### src/rtl/mem_access_ctrl_pkg.sv
// Shared encodings, FSM state type and size helper for the MEM-stage RAM sequencer.
package mem_ctrl_pkg;

  localparam logic [1:0] SZ_BYTE = 2'b00;
  localparam logic [1:0] SZ_HALF = 2'b01;
  localparam logic [1:0] SZ_WORD = 2'b10;

  localparam logic OP_LOAD  = 1'b0;
  localparam logic OP_STORE = 1'b1;

  typedef enum logic [1:0] {
    StIdle,
    StSetup,
    StStrobe,
    StDone
  } state_e;

  // Illegal size maps to 1 so bounds arithmetic stays sane; it faults anyway.
  function automatic logic [2:0] size_nbytes(input logic [1:0] size);
    case (size)
      SZ_HALF: return 3'd2;
      SZ_WORD: return 3'd4;
      default: return 3'd1;
    endcase
  endfunction

endpackage

### src/rtl/mem_access_ctrl_if.sv
// Pipeline request/response and RAM strobe signals of mem_access_ctrl.
interface mem_access_ctrl_if;

  logic        req;
  logic        rw;
  logic [1:0]  size;
  logic        sign_ext;
  logic [31:0] addr;
  logic [31:0] wdata;
  logic        ready;
  logic        done;
  logic        err;
  logic [31:0] rdata;

  logic        mem_en;
  logic        mem_rw;
  logic [31:0] mem_addr;
  logic [31:0] mem_din;
  logic [1:0]  mem_size;
  logic [31:0] mem_dout;

  // Master is the surrounding system: MEM stage plus the RAM itself.
  modport master (
    output req, rw, size, sign_ext, addr, wdata, mem_dout,
    input  ready, done, err, rdata, mem_en, mem_rw, mem_addr, mem_din, mem_size
  );

  modport slave (
    input  req, rw, size, sign_ext, addr, wdata, mem_dout,
    output ready, done, err, rdata, mem_en, mem_rw, mem_addr, mem_din, mem_size
  );

endinterface

### src/rtl/mem_access_ctrl_load_extend.sv
// Combinational zero/sign extension of byte and half-word RAM reads.
module mem_load_extend
  import mem_ctrl_pkg::*;
(
  input  logic [1:0]  i_size,
  input  logic        i_sign_ext,
  input  logic [31:0] i_mem_dout,
  output logic [31:0] o_ext
);

  always_comb begin
    o_ext = i_mem_dout;
    case (i_size)
      SZ_BYTE: o_ext = {{24{i_sign_ext & i_mem_dout[7]}}, i_mem_dout[7:0]};
      SZ_HALF: o_ext = {{16{i_sign_ext & i_mem_dout[15]}}, i_mem_dout[15:0]};
      default: ;
    endcase
  end

endmodule

### src/rtl/mem_access_ctrl.sv
// Load/store sequencer for the byte-write data RAM: setup-then-strobe, big-endian byte stores.
// Define MEM_CTRL_ALIGN_CHECK_EN to fault misaligned half-word and word accesses.
module mem_access_ctrl
  import mem_ctrl_pkg::*;
#(
  parameter int unsigned MEM_DEPTH = 256
) (
  input  logic        clk,
  input  logic        reset_n,
  mem_access_ctrl_if.slave io_bus
);

  localparam logic [32:0] DepthW = 33'(MEM_DEPTH);

  state_e      r_state, w_state_d;
  logic [31:0] r_addr, r_wdata, r_rdata;
  logic [1:0]  r_size, r_cnt;
  logic        r_rw, r_sext, r_err;

  logic        w_accept, w_fault, w_misalign, w_oob, w_last_byte;
  logic [2:0]  w_req_nbytes, w_nbytes;
  logic [32:0] w_end;
  logic [1:0]  w_sel;
  logic [31:0] w_ext;

  assign w_accept     = (r_state == StIdle) && io_bus.req;
  assign w_req_nbytes = size_nbytes(io_bus.size);
  assign w_end        = {1'b0, io_bus.addr} + 33'(w_req_nbytes) - 33'd1;
  assign w_oob        = ({1'b0, io_bus.addr} >= DepthW) || (w_end >= DepthW);

`ifdef MEM_CTRL_ALIGN_CHECK_EN
  assign w_misalign = ((io_bus.size == SZ_HALF) && io_bus.addr[0]) ||
                      ((io_bus.size == SZ_WORD) && (io_bus.addr[1:0] != 2'b00));
`else
  assign w_misalign = 1'b0;
`endif

  assign w_fault = (io_bus.size == 2'b11) || w_oob || w_misalign;

  // Loads take a single strobe; stores walk the byte counter to nbytes-1.
  assign w_nbytes    = size_nbytes(r_size);
  assign w_last_byte = (r_rw == OP_LOAD) || (r_cnt == 2'(w_nbytes - 3'd1));
  assign w_sel       = 2'(w_nbytes - 3'd1) - r_cnt;

  always_comb begin
    w_state_d = r_state;
    unique case (r_state)
      StIdle:   if (io_bus.req) w_state_d = w_fault ? StDone : StSetup;
      StSetup:  w_state_d = StStrobe;
      StStrobe: w_state_d = w_last_byte ? StDone : StSetup;
      StDone:   w_state_d = StIdle;
      default:  w_state_d = StIdle;
    endcase
  end

  always_ff @(posedge clk or negedge reset_n) begin
    if (!reset_n) begin
      r_state <= StIdle;
    end else begin
      r_state <= w_state_d;
    end
  end

  always_ff @(posedge clk or negedge reset_n) begin
    if (!reset_n) begin
      r_addr  <= '0;
      r_wdata <= '0;
      r_size  <= SZ_BYTE;
      r_rw    <= OP_LOAD;
      r_sext  <= 1'b0;
      r_err   <= 1'b0;
      r_cnt   <= '0;
      r_rdata <= '0;
    end else begin
      if (w_accept) begin
        r_addr  <= io_bus.addr;
        r_wdata <= io_bus.wdata;
        r_size  <= io_bus.size;
        r_rw    <= io_bus.rw;
        r_sext  <= io_bus.sign_ext;
        r_err   <= w_fault;
        r_cnt   <= '0;
      end else if ((r_state == StStrobe) && !w_last_byte) begin
        r_cnt <= r_cnt + 2'd1;
      end
      if ((r_state == StStrobe) && (r_rw == OP_LOAD)) begin
        r_rdata <= w_ext;
      end
    end
  end

  mem_load_extend u_load_extend (
    .i_size     (r_size),
    .i_sign_ext (r_sext),
    .i_mem_dout (io_bus.mem_dout),
    .o_ext      (w_ext)
  );

  // RAM-side fields derive from latched request state, so they are stable across SETUP and STROBE.
  assign io_bus.ready    = (r_state == StIdle);
  assign io_bus.done     = (r_state == StDone);
  assign io_bus.err      = r_err;
  assign io_bus.rdata    = r_rdata;
  assign io_bus.mem_en   = (r_state == StStrobe);
  assign io_bus.mem_rw   = r_rw;
  assign io_bus.mem_addr = r_addr + {30'b0, r_cnt};
  assign io_bus.mem_size = (r_rw == OP_STORE) ? SZ_BYTE : r_size;
  assign io_bus.mem_din  = (r_rw == OP_STORE) ? {24'b0, r_wdata[{w_sel, 3'b000} +: 8]} : 32'b0;

endmodule
### src/flat_wrapper.sv
// flat-port wrapper written by rule: the top's interface ports become plain ports
module mem_access_ctrl_flat import mem_ctrl_pkg::*;
#(
  parameter int unsigned MEM_DEPTH = 256
)
  (clk, reset_n, io_bus_req, io_bus_rw, io_bus_size, io_bus_sign_ext, io_bus_addr, io_bus_wdata, io_bus_mem_dout, io_bus_ready, io_bus_done, io_bus_err, io_bus_rdata, io_bus_mem_en, io_bus_mem_rw, io_bus_mem_addr, io_bus_mem_din, io_bus_mem_size);
  mem_access_ctrl_if io_bus_i ();
  input  logic clk;
  input  logic reset_n;
  input wire logic [$bits(io_bus_i.req)-1:0] io_bus_req;
  input wire logic [$bits(io_bus_i.rw)-1:0] io_bus_rw;
  input wire logic [$bits(io_bus_i.size)-1:0] io_bus_size;
  input wire logic [$bits(io_bus_i.sign_ext)-1:0] io_bus_sign_ext;
  input wire logic [$bits(io_bus_i.addr)-1:0] io_bus_addr;
  input wire logic [$bits(io_bus_i.wdata)-1:0] io_bus_wdata;
  input wire logic [$bits(io_bus_i.mem_dout)-1:0] io_bus_mem_dout;
  output wire logic [$bits(io_bus_i.ready)-1:0] io_bus_ready;
  output wire logic [$bits(io_bus_i.done)-1:0] io_bus_done;
  output wire logic [$bits(io_bus_i.err)-1:0] io_bus_err;
  output wire logic [$bits(io_bus_i.rdata)-1:0] io_bus_rdata;
  output wire logic [$bits(io_bus_i.mem_en)-1:0] io_bus_mem_en;
  output wire logic [$bits(io_bus_i.mem_rw)-1:0] io_bus_mem_rw;
  output wire logic [$bits(io_bus_i.mem_addr)-1:0] io_bus_mem_addr;
  output wire logic [$bits(io_bus_i.mem_din)-1:0] io_bus_mem_din;
  output wire logic [$bits(io_bus_i.mem_size)-1:0] io_bus_mem_size;
  assign io_bus_i.req = io_bus_req;
  assign io_bus_i.rw = io_bus_rw;
  assign io_bus_i.size = io_bus_size;
  assign io_bus_i.sign_ext = io_bus_sign_ext;
  assign io_bus_i.addr = io_bus_addr;
  assign io_bus_i.wdata = io_bus_wdata;
  assign io_bus_i.mem_dout = io_bus_mem_dout;
  assign io_bus_ready = io_bus_i.ready;
  assign io_bus_done = io_bus_i.done;
  assign io_bus_err = io_bus_i.err;
  assign io_bus_rdata = io_bus_i.rdata;
  assign io_bus_mem_en = io_bus_i.mem_en;
  assign io_bus_mem_rw = io_bus_i.mem_rw;
  assign io_bus_mem_addr = io_bus_i.mem_addr;
  assign io_bus_mem_din = io_bus_i.mem_din;
  assign io_bus_mem_size = io_bus_i.mem_size;
  mem_access_ctrl #(.MEM_DEPTH(MEM_DEPTH)) u_core (.clk(clk), .reset_n(reset_n), .io_bus(io_bus_i));
endmodule
### config.mk
export PLATFORM = sky130hd
export DESIGN_NAME = mem_access_ctrl_flat
export DESIGN_NICKNAME = d
export VERILOG_FILES = /design/src/rtl/mem_access_ctrl_pkg.sv /design/src/rtl/mem_access_ctrl_if.sv /design/src/rtl/mem_access_ctrl_load_extend.sv /design/src/rtl/mem_access_ctrl.sv /design/src/flat_wrapper.sv
export SDC_FILE = /design/constraint.sdc
export NUM_CORES = 1
export LEC_CHECK = 0
export BUFFER_PORTS_ARGS = -buffer_cell sky130_fd_sc_hd__buf_2
export CAP_MARGIN = 0
export CORE_UTILIZATION = 56
export CTS_BUF_LIST = sky130_fd_sc_hd__clkbuf_2
export CTS_CLUSTER_SIZE = 8
export DETAILED_ROUTE_END_ITERATION = 10
export HOLD_SLACK_MARGIN = 0.08
export PLACE_DENSITY_LB_ADDON = 0.1
export SLEW_MARGIN = 10
export SYNTH_ARGS = -nofsm -noshare
export SYNTH_HDL_FRONTEND = slang
export SYNTH_HIERARCHICAL = 1
export SYNTH_SLANG_ARGS = --single-unit
### constraint.sdc
create_clock -name clk -period 4.25 [get_ports clk]
set_clock_uncertainty 0.05 [all_clocks]
set_input_delay 0.85 -clock clk [delete_from_list [all_inputs] [get_ports clk]]
set_output_delay 0.85 -clock clk [all_outputs]
set_load 0.01 [all_outputs]
==> results of run 1 <==
==> worst reg2reg max path: stages (launching register included) <==
cell	delay [ns]
dfrtp_1	0.63
inv_1	0.14
ha_1	0.32
ha_1	0.44
nand2_1	0.12
nand2_1	0.07
nor2_1	0.18
nand2_1	0.09
xnor2_1	0.15
nor2_1	0.05
==> layer usage <==
layer  vias up  part of all wire  GRT usage
met2       179              0.50      0.486
li1       3520                 -          -
met3        14             0.053     0.0428
met1      3333              0.43      0.352
met5         -                 0          0
met4         0             0.018     0.0633
==> flip-flops by register name, summed over array words and instances (netlist names) <==
| name | cells |
|---|---|
| u_core/r_cnt | 2 |
| u_core/r_state | 2 |
| u_core/io_bus.mem_rw | 1 |
| u_core/r_wdata | 32 |
| u_core/io_bus.err | 1 |
| u_core/r_size | 2 |
| u_core/r_sext | 1 |
| u_core/io_bus.rdata | 32 |
| u_core/r_addr | 32 |
==> cells by family after synthesis <==
logic type | count (synthesis) | synth area share
compound gates | 174 | 0.140
xor+xnor | 42 | 0.0465
fa+ha+maj | 61 | 0.0983
buf+inv | 128 | 0.0792
flops | 105 | 0.332
mux | 44 | 0.0752
other cells | 1 | 0.000474
simple gates | 384 | 0.229
==> how the worst min path moves through the flow <==
stage / cells past startpoint / startpoint / to / slack [ns]
after detailed placement: 2 / u_core/r_wdata[21] / u_core/r_wdata[21] / 0.41
after floorplan: 2 / u_core/r_wdata[16] / u_core/r_wdata[16] / 0.39
after global placement: 2 / u_core/r_wdata[18] / u_core/r_wdata[18] / 0.40
final: 1 / reset_n / u_core/r_wdata[20] / 0.29
after CTS: 1 / reset_n / u_core/r_wdata[29] / 0.26
after global routing: 3 / io_bus_wdata[31] / u_core/r_wdata[31] / 0.28
==> cells in the final DEF, fill, tap and decap left out, types with 4 or more instances in the layout <==
cell / instances
nand2b_1: 19
conb_1: 24
nand2_1: 203
a21oi_1: 34
dfrtp_1: 105
buf_2: 180
clkbuf_2: 10
a211oi_1: 9
mux4_2: 8
nand3_1: 17
and3_1: 15
o21ai_1: 11
nor2b_1: 17
buf_4: 31
ha_1: 59
o31ai_1: 5
or3_1: 7
o21ai_0: 62
mux2_2: 34
or2_2: 6
inv_1: 66
nor2_1: 39
and2_1: 11
o211ai_1: 6
o21ai_2: 4
nand4_1: 8
xnor2_1: 32
a31oi_1: 4
xor2_1: 10
o311ai_0: 5
nor3_1: 11
a211o_1: 4
==> report_power, final <==
group | internal, W | switching [W] | leakage [nW]
combinational | 0.00123 | 0.00136 | 3.30
clock | 0.000148 | 0.000348 | 0.0764
sequential | 0.00145 | 0.000356 | 1.31
==> synth_stat cells, types with 20 or more instances <==
master	n	area share
ha_1	59	0.093
clkbuf_1	24	0.011
mux2_2	34	0.048
nand2_1	204	0.097
buf_4	32	0.030
nor2_1	43	0.020
o21ai_0	62	0.039
nand2b_1	20	0.016
inv_1	66	0.031
a21oi_1	34	0.021
dfrtp_1	105	0.33
xnor2_1	32	0.035
==> through the flow <==
stage | instance area [um^2] | util | TNS [ns] | setup slack (ns)
detailed placement | 8960 | 0.648 | -0.886 | -0.462
CTS | 9090 | 0.658 | 0 | 0.00354
global placement | 8960 | 0.648 | -0.651 | -0.338
finish | 9160 | 0.662 | 0 | 0.158
floorplan | 8000 | - | 0 | 0.0142
global route | 9160 | 0.662 | -0.00469 | -0.00469
==> final cells by class <==
type	count	share of cell area
Clock buffer	10	0.00546
Clock inverter	6	0.00806
Antenna cell	1	0.000273
Inverter	66	0.0270
Tap cell	180	0.0246
Sequential cell	105	0.287
Timing Repair Buffer	211	0.124
Multi-Input combinational cell	729	0.524
==> repair_timing <==
action,CTS,global route
resized for setup,2,7
hold buffers,0,0
pin swaps,0,4
buffers inserted,0,3
setup endpoints to repair,5,9
==> impl_metrics.csv, run 1 <==
group,metric,value,unit
floorplanning,ios,206,
flow_run,drv_cap,0,
floorplanning,start_util,0.573,
sta,tightestPinTransition,0.942,ns
routing,drtIter0Drc,442,
grt,grt_overflow_total,0,
finish,multi_input_area,4800,um^2
power_and_ir_drop,powerDensity,534,nW/um^2
setup_path,crit_arrival,4.54,ns
sta,timing_hold_violations_final,0,
synth,synth.distinct_cells,68,
setup_path,cp-end-kind,"flop",
sta,max_freq,244,MHz
setup_path,crit_fanout,3,
synth,ys_seq_elements,105,
setup_path,max_stage_delay,0.41,ns
routing,wl,19800,um
cts,clkTransAtPathRegs,0.28,ns
synth,syn_area,7920,um^2
sta,final-max-slew-violation-count,0,
place,placed_cells,1288,
setup_path,cp.required,4.70,ns
sta,hold_slack,0.290,ns
cts,clockBufferDepth,2,
routing,wl_per_cell,15.2,um
place,gp_congestion,0.942,
synth,synth_edf_count,0,
synth,synth.yosys.seq_area_share,0.332,
setup_path,path_class,"input pin to flop",
outcome,violations,"DRC",
setup_path,cp_top_family,"compound AO/OA/AOI/OAI gates",
setup_path,worstRegToRegCells,9,
hold_path,hp-class,"input pin to async pin",
setup_path,crit_buf_inv,6,
synth,synth_ff_type,"dfrtp_1",
setup_path,startpoint_type,"input pin",
setup_path,crit_chain,"buf_2 > inv_1 > ha_1 > inv_1 > ha_1 > inv_1 > ha_1 > inv_1 > fa_1 > nand2b_4 > a2111oi_4 > nor3_2 > a2111o_1 > a221o_1 > a2111oi_4 > o2111ai_2 > nor4_2 > buf_4 > o21ai_1",
floorplanning,core,13800,um^2
floorplanning,fp-row-count,43,
sta,relSlewSlack,0.372,
setup_path,r2r-end,"u_core/r_cnt[1]",
grt,antenna_found_initial,0,
sta,min_period_over_period,0.963,
grt,grt_use_total,0.275,
routing,ant_nets,0,
synth,async_flop_share,1.00,
cts,cts.sinks,105,
grt,grt_max_degree,78,
grt,grt_pass1_wl,31700,um
finish,nNetsFinal,1286,
synth,ys_warn_count,6,
cts,cts_tree,"yes",
routing,drc,4,
power_and_ir_drop,p_leak,4.68,nW
sta,fin_crit,4.09,ns
floorplanning,dieWidth,121,um
synth,synthCells,939,
finish,ff_latch_area,2630,um^2
power_and_ir_drop,p_total,0.00489,W
cts,root_buffer,"clkbuf_2",
finish,syn_to_final_growth,15.7,%
floorplanning,design.die.area,14600,um^2
power_and_ir_drop,peakVddDrop,293,uV
setup_path,endpoint,"u_core/r_state[1]",
setup_path,crit_start,"io_bus_size[1]",
setup_path,crit_slowest_cell,"a2111o_1",
finish,final_cells,1308,
cts,insertion_delay,0.60,ns
setup_path,r2r_slack,1.92,ns
sta,setup_violations,0,
routing,drtPass1Iterations,8,
routing,via_per_inst,5.39,
synth,avgSynthCellArea,8.43,um^2
routing,vias,7046,
setup_path,path_common_cell,"inv_1",
finish,final_layout_size_suffix_gt1_frac,0.263,
outcome,status,"finished, violations left",
cts,cts-buffers-inserted,9,
cts,cts_max_level,3,
setup_path,r2r_start,"u_core/r_size[0]",
place,dpl.hpwl,15900,um
place,port_buffers,181,
finish,fillCellCount,1246,
setup_path,crit_cells,19,
grt,grt_pass1_vias,6545,
floorplanning,die_height,121,um
(Power assumes the default switching activity.)
==> run 2: changes to the inputs <==
--- a/config.mk
+++ b/config.mk
@@ -7,7 +7,9 @@
 export LEC_CHECK = 0
 export BUFFER_PORTS_ARGS = -buffer_cell sky130_fd_sc_hd__buf_2
 export CAP_MARGIN = 0
-export CORE_UTILIZATION = 56
+export CELL_PAD_IN_SITES_DETAIL_PLACEMENT = 0
+export CELL_PAD_IN_SITES_GLOBAL_PLACEMENT = 1
+export CORE_UTILIZATION = 41
 export CTS_BUF_LIST = sky130_fd_sc_hd__clkbuf_2
 export CTS_CLUSTER_SIZE = 8
 export DETAILED_ROUTE_END_ITERATION = 10
==> run 2 against run 1 <==
Against the previous run: the run now ends clean; flip-flop and latch count did not move; core utilization fell by 17 points; combinational power rose by 2%; setup slack improved by 0.12 ns; global-route usage fell by 5.2 points; critical path type unchanged.
==> impl_metrics.csv, run 2 (same netlist as run 1, synthesis figures left out) <==
group,metric,value,unit
outcome,status,"completed",
sta,relSlewSlack,0.468,
routing,via_per_inst,4.97,
setup_path,crit_chain,"buf_2 > inv_1 > ha_1 > inv_1 > ha_1 > inv_1 > ha_1 > inv_1 > fa_1 > nand2b_1 > a2111oi_4 > nor3_2 > a2111o_1 > a221o_1 > a2111oi_2 > o2111ai_1 > nor4_2 > o21ai_1",
setup_path,startpoint_type,"input pin",
floorplanning,core,18800,um^2
finish,multi_input_area,4770,um^2
place,gp_congestion,0.895,
finish,final_core_util,0.491,
cts,cts_max_level,3,
floorplanning,ios,206,
routing,wl_per_cell,15.5,um
floorplanning,design.die.area,19900,um^2
power_and_ir_drop,powerDensity,530,nW/um^2
finish,final_cell_mix,"nand2_1, buf_2, dfrtp_1, inv_1, o21ai_0",
routing,drtPass1Iterations,5,
floorplanning,dieWidth,141,um
routing,ant_nets,0,
floorplanning,die_height,141,um
finish,final_cell_area,9250,um^2
cts,clockBufferDepth,2,
power_and_ir_drop,p_leak,4.69,nW
routing,drtIter0Drc,371,
grt,antenna_found_initial,1,
sta,timing_hold_violations_final,0,
setup_path,crit_arrival,4.46,ns
power_and_ir_drop,peakVddDrop,235,uV
setup_path,cp-end-kind,"flop",
floorplanning,start_util,0.420,
finish,final_layout_size_suffix_gt1_frac,0.264,
floorplanning,fp-row-count,50,
place,port_buffers,181,
setup_path,path_common_cell,"inv_1",
grt,grt_pass1_wl,34900,um
cts,insertion_delay,0.62,ns
sta,min_period_over_period,0.934,
finish,syn_to_final_growth,16.9,%
grt,grt_pass1_vias,6676,
grt,grt_overflow_total,0,
finish,ff_latch_area,2630,um^2
grt,grt_use_total,0.223,
sta,final-max-slew-violation-count,0,
sta,setup_violations,0,
routing,vias,6924,
setup_path,path_class,"input pin to flop",
flow_run,drv_cap,0,
cts,root_buffer,"clkbuf_2",
sta,fin_crit,3.97,ns
grt,grt_max_degree,50,
hold_path,hp-class,"input pin to flop",
setup_path,cp.required,4.74,ns
sta,tightestPinTransition,0.792,ns
sta,tns,0,ns
cts,cts_tree,"yes",
sta,grt_setup_unrepaired,"no",
finish,fillCellCount,1934,
place,place_area,9090,um^2
finish,nNetsFinal,1290,
routing,wl,21600,um
routing,drc,0,
setup_path,crit_fanout,3,
cts,cts-buffers-inserted,9,
finish,layout_commonest_cell,"nand2_1",
setup_path,crit_slowest_cell,"a2111oi_4",
cts,cts.sinks,105,
sta,max_freq,252,MHz
setup_path,max_stage_delay,0.41,ns
place,dpl.hpwl,17200,um
cts,clkTransAtPathRegs,0.33,ns
place,placed_cells,1372,
finish,final_cells,1392,
==> run 2: path summary, 6_finish.rpt <==
| path | from | to | slack [ns] | cells past startpoint |
|---|---|---|---|---|
| hold / removal | io_bus_wdata[13] | u_core/r_wdata[13] | 0.33 | 3 |
| hold reg to reg | u_core/r_state[0] | u_core/r_state[0] | 0.46 | 1 |
| setup / recovery | io_bus_size[1] | u_core/r_state[1] | 0.28 | 18 |
| min in group asynchronous | reset_n | u_core/io_bus.rdata[18] | 0.66 | 2 |
| max in group asynchronous | reset_n | u_core/r_addr[6] | 2.58 | 3 |
| setup reg to reg | u_core/r_size[0] | u_core/r_cnt[1] | 1.96 | 9 |
==> run 2: per-layer routing <==
layer	wire [um]	track usage
met1	10100	0.295
met4	345	0.0561
met3	841	0.0363
met5	0	0
met2	10300	0.380
==> run 2: power breakdown <==
| group | leakage, nW | internal (W) | switching, W | total, W |
|---|---|---|---|---|
| clock network | 0.0685 | 0.0000971 | 0.000381 | 0.000478 |
| logic | 3.31 | 0.00123 | 0.00141 | 0.00264 |
| registers | 1.31 | 0.00145 | 0.000332 | 0.00178 |
==> run 2: cell type report <==
class / instances / area share
timing repair buffer: 215 / 0.126
inverter: 66 / 0.0268
tap: 260 / 0.0352
clock buffer: 10 / 0.00541
antenna: 1 / 0.000270
multi-input combinational: 729 / 0.516
sequential: 105 / 0.284
clock inverter: 6 / 0.00636
==> run 2: stage by stage <==
stage | hold slack, ns | setup WS (ns) | total power [W]
6_report | 0.332 | 0.279 | 0.00491
5_1_grt | 0.231 | 0.00594 | 0.00534
4_1_cts | 0.255 | 0.00712 | 0.00497
3_5_place_dp | 0.410 | -0.432 | 0.00447
3_3_place_gp | 0.403 | -0.360 | 0.00443
2_1_floorplan | 0.390 | 0.0142 | 0.00358
==> run 2: repair_timing <==
item / 4_1_cts / 5_1_grt
endpoints found under the hold margin: 34 / 0
gates resized for setup: 1 / 7
setup endpoints to repair: 4 / 16
hold buffers: 1 / 0
setup buffers: 1 / 1
==> run 2: worst max-delay path, delay by kind of cell <==
| kind | cells | cell delay (ns) |
|---|---|---|
| AND/OR/NAND/NOR | 3 | 0.59 |
| adder cells (fa/ha/maj) | 4 | 0.89 |
| AO/OA/AOI/OAI | 6 | 1.79 |
| buffers and inverters | 5 | 0.33 |
==> run 3: changes to the inputs <==
--- a/config.mk
+++ b/config.mk
@@ -9,7 +9,7 @@
 export CAP_MARGIN = 0
 export CELL_PAD_IN_SITES_DETAIL_PLACEMENT = 0
 export CELL_PAD_IN_SITES_GLOBAL_PLACEMENT = 1
-export CORE_UTILIZATION = 41
+export CORE_UTILIZATION = 40
 export CTS_BUF_LIST = sky130_fd_sc_hd__clkbuf_2
 export CTS_CLUSTER_SIZE = 8
 export DETAILED_ROUTE_END_ITERATION = 10
==> run 3 against run 2 <==
Against the previous run: clock-buffer cell count unchanged; sequential power about the same; register-to-register slack got worse by 0.09 ns; clock power is 6.1% lower; core utilization is 1.7 points lower; die area grew 2.5%; largest cell class unchanged; highest routed layer is now met5; setup slack got worse by 0.11 ns; via count fell by 0.16%; largest power group unchanged; design area fell by 0.32%; non-clock buffer count fell by 5; fmax is 2.7% lower.
==> impl_metrics.csv, run 3 (same netlist as run 1, synthesis figures left out) <==
group,metric,value,unit
outcome,status,"completed",
power_and_ir_drop,comb_power_share,0.538,
floorplanning,dieWidth,143,um
floorplanning,ios,206,
sta,max_freq,245,MHz
cts,cts_tree,"yes",
floorplanning,design.die.area,20400,um^2
cts,cts_max_level,3,
grt,antenna_found_initial,2,
finish,layout_commonest_cell,"nand2_1",
routing,wl_per_cell,15.5,um
setup_path,startpoint_type,"input pin",
grt,grt_max_degree,63,
setup_path,cp-end-kind,"flop",
finish,nNetsFinal,1285,
sta,final-max-slew-violation-count,0,
place,gp_congestion,0.885,
sta,tns,0,ns
cts,root_buffer,"clkbuf_2",
power_and_ir_drop,pwr-share-seq,0.370,
setup_path,worstRegToRegCells,9,
sta,setup_violations,0,
floorplanning,die_height,143,um
sta,timing_hold_violations_final,0,
grt,grt_overflow_total,0,
grt,grt_pass1_vias,6513,
sta,tightestPinTransition,0.835,ns
cts,cts_hold_buf,0,
place,place_area,9060,um^2
power_and_ir_drop,internal_power,0.00277,W
routing,ant_nets,0,
routing,vias,6913,
setup_path,crit_arrival,4.54,ns
grt,grt_use_total,0.213,
power_and_ir_drop,p_total,0.00486,W
flow_run,drv_cap,0,
finish,final_core_util,0.474,
setup_path,crit_chain,"buf_2 > inv_1 > ha_1 > inv_1 > ha_1 > inv_1 > ha_1 > inv_1 > fa_1 > nand2b_1 > a2111oi_4 > nor3_2 > a2111o_1 > a221o_1 > a2111oi_2 > o2111ai_1 > nor4_2 > buf_4 > o21ai_1",
sta,relSlewSlack,0.441,
power_and_ir_drop,peakVddDrop,235,uV
power_and_ir_drop,p_sw,0.00210,W
routing,wl,21600,um
power_and_ir_drop,p_leak,4.65,nW
place,dpl.hpwl,17200,um
cts,insertion_delay,0.61,ns
cts,clockBufferDepth,2,
setup_path,path_class,"input pin to flop",
finish,syn_to_final_growth,16.5,%
setup_path,crit_fanout,3,
grt,grt_pass1_wl,33600,um
finish,final_cell_area,9220,um^2
power_and_ir_drop,powerDensity,527,nW/um^2
routing,drtIter0Drc,376,
routing,drtPass1Iterations,7,
finish,final_cell_mix,"nand2_1, buf_2, dfrtp_1, inv_1, o21ai_0",
setup_path,path_common_cell,"inv_1",
hold_path,hp-class,"input pin to async pin",
setup_path,max_stage_delay,0.42,ns
setup_path,cp.required,4.71,ns
place,port_buffers,181,
finish,final_layout_size_suffix_gt1_frac,0.261,
floorplanning,fp-row-count,51,
power_and_ir_drop,pwr-share-clk,0.092,
floorplanning,core,19500,um^2
setup_path,r2r_slack,1.87,ns
setup_path,crit_slowest_cell,"a2111o_1",
floorplanning,start_util,0.407,
cts,cts.sinks,105,
cts,clkTransAtPathRegs,0.32,ns
sta,grt_setup_unrepaired,"no",
sta,fin_crit,4.08,ns
routing,via_per_inst,4.96,
sta,min_period_over_period,0.961,
routing,drc,0,
power_and_ir_drop,swShare,0.431,
cts,cts-buffers-inserted,9,
## run 3: cell count changes in the layout (fill, tap and decap cells not counted), moves of 2 or more
cell | previous run | this run
and3_1 | 13 | 15
and3_2 | 2 | 0
buf_4 | 34 | 30
clkinvlp_4 | 1 | 3
inv_8 | 3 | 1
nor2_4 | 0 | 2
## run 3: layer usage
| layer | share of wire | GRT usage | up-vias |
|---|---|---|---|
| met5 | 0.00074 | 0 | - |
| met4 | 0.018 | 0.0504 | 2 |
| met3 | 0.040 | 0.0335 | 21 |
| met2 | 0.48 | 0.372 | 151 |
| met1 | 0.46 | 0.275 | 3225 |
| li1 | - | - | 3514 |
## run 3: what timing repair did
action,in CTS,in global routing
gates resized for setup,4,4
endpoints found under the setup margin,7,6
pin swaps,0,2
setup buffers,0,3
## run 3: power by group through the flow
stage | clock, W | sequential [W] | combinational, W
4_1_cts | 0.000474 | 0.00180 | 0.00264
6_report | 0.000449 | 0.00180 | 0.00262
2_1_floorplan | 0 | 0.00180 | 0.00179
3_5_place_dp | 0 | 0.00183 | 0.00263
3_3_place_gp | 0 | 0.00182 | 0.00261
5_1_grt | 0.000509 | 0.00187 | 0.00292
## run 3: final timing paths
kind / startpoint / to
worst max-delay path: io_bus_size[1] / u_core/r_state[1]
worst min-delay path: reset_n / u_core/io_bus.rdata[6]
worst max register to register: u_core/r_size[0] / u_core/r_cnt[1]
worst min register to register: u_core/r_state[0] / u_core/r_state[0]
max in group asynchronous: reset_n / u_core/io_bus.rdata[21]
min in group clk: io_bus_wdata[12] / u_core/r_wdata[12]
## run 3: metrics by stage
stage | hold WS [ns] | worst slack, ns | std cells
5_1_grt | 0.189 | 0.00762 | 1393
6_report | 0.190 | 0.168 | 1393
3_5_place_dp | 0.409 | -0.460 | 1372
3_3_place_gp | 0.402 | -0.360 | 1372
2_1_floorplan | 0.390 | 0.0142 | 962
4_1_cts | 0.174 | 0.0387 | 1388
## run 3: critical path, delay by kind of cell
kind / cells / cell delay [ns]
buf+inv: 6 / 0.48
fa+ha+maj: 4 / 0.90
simple gates: 3 / 0.58
compound gates: 6 / 1.71
## run 3: layout make-up
class	count	area (um^2)
Antenna cell	2	5.00
Clock buffer	10	50.0
Clock inverter	6	51.3
Fill cell	2030	10200
Inverter	66	248
Multi-Input combinational cell	729	4780
Sequential cell	105	2630
Tap cell	265	332
Timing Repair Buffer	210	1130
